File: src/rtl/seq_chunk_adder.sv
// seq_chunk_adder: multi-cycle WIDTH-bit adder/subtractor, CHUNK bits per clock, with a carry register between chunks.
// Latency: N = WIDTH/CHUNK cycles from the accept edge to the done pulse. Throughput is one operation per N+1 cycles,
//          or back-to-back when start is asserted on the done cycle.
// Backpressure: start is accepted only while busy=0. A start seen while busy is dropped and is not queued.
//
// Ports:
//   i_clk, i_rst            rising-edge clock; synchronous active-high reset
//   i_start                 request, accepted when o_busy=0
//   i_sub                   0: a+b+cin, 1: a+~b+1 (cin ignored); sampled at accept
//   i_a, i_b, i_cin         operands and carry-in, sampled at accept
//   o_busy                  operation in progress
//   o_done                  one-cycle pulse when the result is valid
//   o_sum, o_cout           result and carry out of the MSB (sub mode: 1 = no borrow); held until next completion
//   o_overflow              signed overflow: carry into MSB xor carry out of MSB
// WIDTH must be a multiple of CHUNK.
module seq_chunk_adder #(
    parameter int WIDTH = 64,
    parameter int CHUNK = 8
) (
    input  logic             i_clk,
    input  logic             i_rst,
    input  logic             i_start,
    input  logic             i_sub,
    input  logic [WIDTH-1:0] i_a,
    input  logic [WIDTH-1:0] i_b,
    input  logic             i_cin,
    output logic             o_busy,
    output logic             o_done,
    output logic [WIDTH-1:0] o_sum,
    output logic             o_cout,
    output logic             o_overflow
);

    localparam int N    = WIDTH / CHUNK;
    localparam int IDXW = (N > 1) ? $clog2(N) : 1;
    localparam logic [IDXW-1:0] LAST = IDXW'(N - 1);

    typedef enum logic {
        IDLE = 1'b0,
        RUN  = 1'b1
    } state_t;

    state_t           r_state;
    state_t           w_state_nxt;
    logic             w_accept;
    logic             w_last;

    // The operand registers shift right by CHUNK after each step, so the
    // current chunk is always in the low CHUNK bits. This avoids a wide
    // variable-index mux on both operands.
    logic [WIDTH-1:0] r_a;
    logic [WIDTH-1:0] r_b;
    logic [WIDTH-1:0] r_acc;
    logic             r_carry;
    logic [IDXW-1:0]  r_cnt;

    logic [WIDTH-1:0] r_sum;
    logic             r_cout;
    logic             r_ovf;
    logic             r_done;

    logic [CHUNK:0]   w_chunk;
    logic [CHUNK-1:0] w_s;
    logic             w_c;
    logic             w_c_msb;
    logic [WIDTH-1:0] w_acc_next;

    // One chunk of the ripple: {c, s} = A[i] + B[i] + carry.
    assign w_chunk = {1'b0, r_a[CHUNK-1:0]} + {1'b0, r_b[CHUNK-1:0]} + {{CHUNK{1'b0}}, r_carry};
    assign w_s     = w_chunk[CHUNK-1:0];
    assign w_c     = w_chunk[CHUNK];

    // Carry into the top bit of this chunk, recovered from the sum bit.
    // Only meaningful on the last chunk, where that bit is the operand MSB.
    assign w_c_msb = r_a[CHUNK-1] ^ r_b[CHUNK-1] ^ w_s[CHUNK-1];

    // New chunks enter at the top of the accumulator and shift down.
    // After N steps, chunk 0 sits in the low bits and chunk N-1 in the high bits.
    assign w_acc_next = WIDTH'({w_s, r_acc} >> CHUNK);

    always_comb begin
        w_state_nxt = r_state;
        w_accept    = 1'b0;
        w_last      = 1'b0;
        case (r_state)
            IDLE: begin
                if (i_start) begin
                    w_accept    = 1'b1;
                    w_state_nxt = RUN;
                end
            end
            RUN: begin
                if (r_cnt == LAST) begin
                    w_last      = 1'b1;
                    w_state_nxt = IDLE;
                end
            end
            default: w_state_nxt = IDLE;
        endcase
    end

    always_ff @(posedge i_clk) begin
        if (i_rst) begin
            r_state <= IDLE;
            r_a     <= '0;
            r_b     <= '0;
            r_acc   <= '0;
            r_carry <= 1'b0;
            r_cnt   <= '0;
            r_sum   <= '0;
            r_cout  <= 1'b0;
            r_ovf   <= 1'b0;
            r_done  <= 1'b0;
        end else begin
            r_state <= w_state_nxt;
            r_done  <= w_last;
            if (w_accept) begin
                r_a     <= i_a;
                r_b     <= i_sub ? ~i_b : i_b;
                r_carry <= i_sub ? 1'b1 : i_cin;
                r_acc   <= '0;
                r_cnt   <= '0;
            end else if (r_state == RUN) begin
                r_a     <= r_a >> CHUNK;
                r_b     <= r_b >> CHUNK;
                r_carry <= w_c;
                r_acc   <= w_acc_next;
                r_cnt   <= r_cnt + IDXW'(1);
                if (w_last) begin
                    r_sum  <= w_acc_next;
                    r_cout <= w_c;
                    r_ovf  <= w_c ^ w_c_msb;
                    r_cnt  <= '0;
                end
            end
        end
    end

    assign o_busy     = (r_state == RUN);
    assign o_done     = r_done;
    assign o_sum      = r_sum;
    assign o_cout     = r_cout;
    assign o_overflow = r_ovf;

endmodule

File: config.mk
export PLATFORM = sky130hd
export DESIGN_NAME = seq_chunk_adder
export DESIGN_NICKNAME = d
export VERILOG_FILES = /design/src/rtl/seq_chunk_adder.sv
export SDC_FILE = /design/constraint.sdc
export NUM_CORES = 1
export LEC_CHECK = 0
export ABC_CLOCK_PERIOD_IN_PS = 3350
export BUFFER_PORTS_ARGS = -buffer_cell sky130_fd_sc_hd__buf_2
export CAP_MARGIN = 20
export CORE_MARGIN = 2
export CORE_UTILIZATION = 54
export CTS_CLUSTER_DIAMETER = 30
export DETAILED_ROUTE_END_ITERATION = 12
export PLACE_DENSITY = 0.89
export SLEW_MARGIN = 5
export SYNTH_ARGS = -nofsm -noshare
export SYNTH_HDL_FRONTEND = slang
export SYNTH_SLANG_ARGS = --single-unit
File: constraint.sdc
create_clock -name i_clk -period 3.35 [get_ports i_clk]
set_clock_uncertainty 0.05 [all_clocks]
set_input_delay 0.1675 -clock i_clk [delete_from_list [all_inputs] [get_ports i_clk]]
set_output_delay 0.1675 -clock i_clk [all_outputs]
set_load 0.05 [all_outputs]
==> results.md <==
- Outcome: complete, no violations
- Final Hold Viols: 0
- Port bufs: 200
- Worst setup EP type: output pin
- Ys Warns: 0
- Setup TNS: 0 ns
- Synthesized net count: 1,283
- Final Max Tran Viols: 0
- Core Region: 0.01940 mm²
- Area Overhead vs Synth: 28.78%
- Sequential area share after synthesis: 48.06%
- Post-CTS sizing: 0
- Detail-routed net length per standard cell: 16.95 µm
- Critical Path AT: 2.04 ns
- Net count, final: 1,501
- Peak supply drop: 0.0003665 V
- Clock sink count: 256
- HP Class: in -> reg
- Largest net degree at the start of global routing: 155
- Hold Path End: r_a[2]$_SDFFE_PP0P_
- Yosys cell types: 40
- Net Sw Power: 2.162 mW
- Row count: 51
- # IOs: 201
- Max Cap Viol: 0
- Initial Utilization: 54.97%
- Worst setup SP type: flop
- Vias per inst: 5.450
- Depth of the worst register-to-register path: 7
- R2r startpoint: r_a[0]$_SDFFE_PP0P_
- Antenna-violating nets left: 0
- CP required: 3.13 ns
- Initial antenna violation count: 1
- Clock latency on the worst-skew pair: 0.52 ns
- Placed insts: 1,517
- Internal power: 6.638 mW
- Total die area: 0.02089 mm²
- R2R setup slack: 1.15 ns
- 1st-pass router iterations: 7
- Share of layout cells above drive strength 1: 21.79%
- Clock buffer depth: 3
- Cts bufs inserted: 47
- PwrDens: 640.7 mW/mm²
- Clock Pin Slew Worst Setup and Hold Paths: 0.05 ns
- Vias in the first global route: 8,684
- Sw Share: 24.57%
- Post-synth EDFFs: 0
- Post-synthesis register bit count: 256
- Slew HR: 27.55%
- Seq. cell area: 0.005129 mm²
- Die Width: 144.5 µm
- Worst hold start: i_a[2]
- Static Leak: 5.996 nW
- CTS tree: yes
- Fillers: 1,365
- Mean post-synth cell area: 9.363 µm²
- Die Span Y: 144.5 µm
- Iter 0 DRT Violations: 527
- Sequential power share: 37.0%
- Commonest non-fill, non-tap cells in the layout: nor2_1, dfxtp_1, buf_2
- Achievable Freq: 0.4439 GHz
- Fin crit period: 2.253 ns
- H-tree Lvls: 2
- Most common cell after layout, fill and taps aside: nor2_1
- Fin cells: 1,661
- Final wirelength: 28.15 mm
- Total GRT Usage: 26.33%
- Post-Syn Area: 0.01066 mm²
- Global-route wire length before repair: 43.66 mm
- Logic pwr share: 9.1%
- Routed vias: 9,053
- Cells after synthesis: 1,139
- Clk network pwr share: 53.8%
- Count of final setup violators: 0
- Number of remaining DRC errors: 0
- HPWL Detailed: 15.96 mm
- Worst flop-to-flop path endpoint: r_acc[62]$_SDFFE_PP0P_
- Ys async rst share: 0%
- Worst Tran Pin Value: 1.087 ns
- Synth Flop Type: dfxtp_1
- Max FO, Critical Path: 48
- Postcts setup bufs: 0
- Fin crit share: 67.25%
- Grt ovf: 0
- Setup CP Type: reg -> out
- GPL Wtd Cong: 0.8411
- RSZ-0062 raised after global routing: no
- Area taken by multi-input logic gates: 0.004981 mm²
- Min-Delay Path Depth: 5
- CTS Hold Buffers Added: 56
- Root buf cell: clkbuf_16
-- power by group through the flow --
stage	combinational [mW]	sequential, mW	clock (mW)
floorplan	0.572	3.28	0
global placement	0.696	3.31	0
detailed placement	0.716	3.32	0
CTS	0.783	3.26	4.77
global route	0.882	3.27	4.93
finish	0.802	3.26	4.74
-- final cells by class --
class / instances / area share (%)
Sequential cell: 256 / 37.35
Multi-Input combinational cell: 785 / 36.27
Timing Repair Buffer: 265 / 12.04
Clock buffer: 58 / 9.530
Tap cell: 265 / 2.414
Clock inverter: 29 / 2.296
Inverter: 2 / 0.09111
Antenna cell: 1 / 0.01822
-- per-layer routing --
metal	GRT usage, %	vias to the layer above	wire (µm)
met2	46.40	366	14010
met4	11.24	2	965
met1	30.65	4224	11270
met5	0	-	13
met3	6.060	74	1895
li1	-	4387	-
-- flip-flops by register name (all words and copies together) (netlist names), 3 cells and up --
| register | flops |
|---|---|
| o_sum | 64 |
| r_a | 64 |
| r_acc | 56 |
| r_b | 64 |
| r_cnt | 3 |
-- logic make-up (layout without fill, tap and decap cells) --
| family | after synthesis | after routing | share of synthesized area, % |
|---|---|---|---|
| xor+xnor | 71 | 71 | 5.831 |
| fa+ha+maj | 11 | 11 | 1.431 |
| simple gates | 320 | 320 | 11.56 |
| mux | 119 | 119 | 11.18 |
| buf+inv | 98 | 354 | 5.315 |
| compound gates | 264 | 264 | 16.63 |
| flops | 256 | 256 | 48.06 |
| other cells | 0 | 1 | 0 |
-- synth_stat cells, types with 2 or more instances --
library cell,n,area [µm²]
nand2_1,10,37.54
clkbuf_1,30,112.6
buf_1,6,22.52
a21oi_1,119,595.6
buf_8,5,75.07
a21o_1,3,22.52
nor2_1,299,1122
o21ai_1,5,25.02
a211oi_1,65,488.0
a22o_1,61,534.3
dfxtp_1,256,5125
buf_2,38,190.2
mux2i_1,118,1181
xor2_1,4,35.03
xnor2_1,67,586.8
a211oi_2,2,25.02
or2_1,2,12.51
o21ai_0,2,10.01
buf_4,10,75.07
ha_1,9,112.6
fa_1,2,40.04
buf_6,7,78.83
nand3_1,2,10.01
-- how the worst max path moves through the flow --
| stage | startpoint | cells after the start | end | slack, ns |
|---|---|---|---|---|
| 6_report | o_busy$_SDFF_PP0_ | 2 | o_busy | 1.10 |
| 5_1_grt | o_busy$_SDFF_PP0_ | 2 | o_busy | 0.99 |
| 4_1_cts | o_busy$_SDFF_PP0_ | 2 | o_busy | 1.10 |
| 3_5_place_dp | r_a[0]$_SDFFE_PP0P_ | 7 | r_acc[62]$_SDFFE_PP0P_ | 1.17 |
| 3_3_place_gp | r_a[0]$_SDFFE_PP0P_ | 7 | r_acc[62]$_SDFFE_PP0P_ | 1.23 |
| 2_1_floorplan | r_a[0]$_SDFFE_PP0P_ | 7 | r_acc[62]$_SDFFE_PP0P_ | 1.33 |
-- metrics by stage --
| stage | hold WS [ns] | util, % | power [mW] | worst slack [ns] | instance area (µm²) |
|---|---|---|---|---|---|
| floorplan | 0.2647 | - | 3.850 | 1.333 | 10660 |
| global placement | 0.3509 | 59.52 | 4.008 | 1.226 | 11550 |
| detailed placement | 0.3629 | 59.52 | 4.032 | 1.172 | 11550 |
| global route | 0.01717 | 70.78 | 9.084 | 0.9857 | 13730 |
| CTS | 0.001986 | 70.78 | 8.812 | 1.103 | 13730 |
| finish | 0.0007098 | 70.79 | 8.799 | 1.097 | 13730 |
-- worst max-delay path: stages (launching register included) --
cell	delay, ns
dfxtp_4	0.64
buf_4	0.49
buf_2	0.36
(Power assumes the default switching activity.)
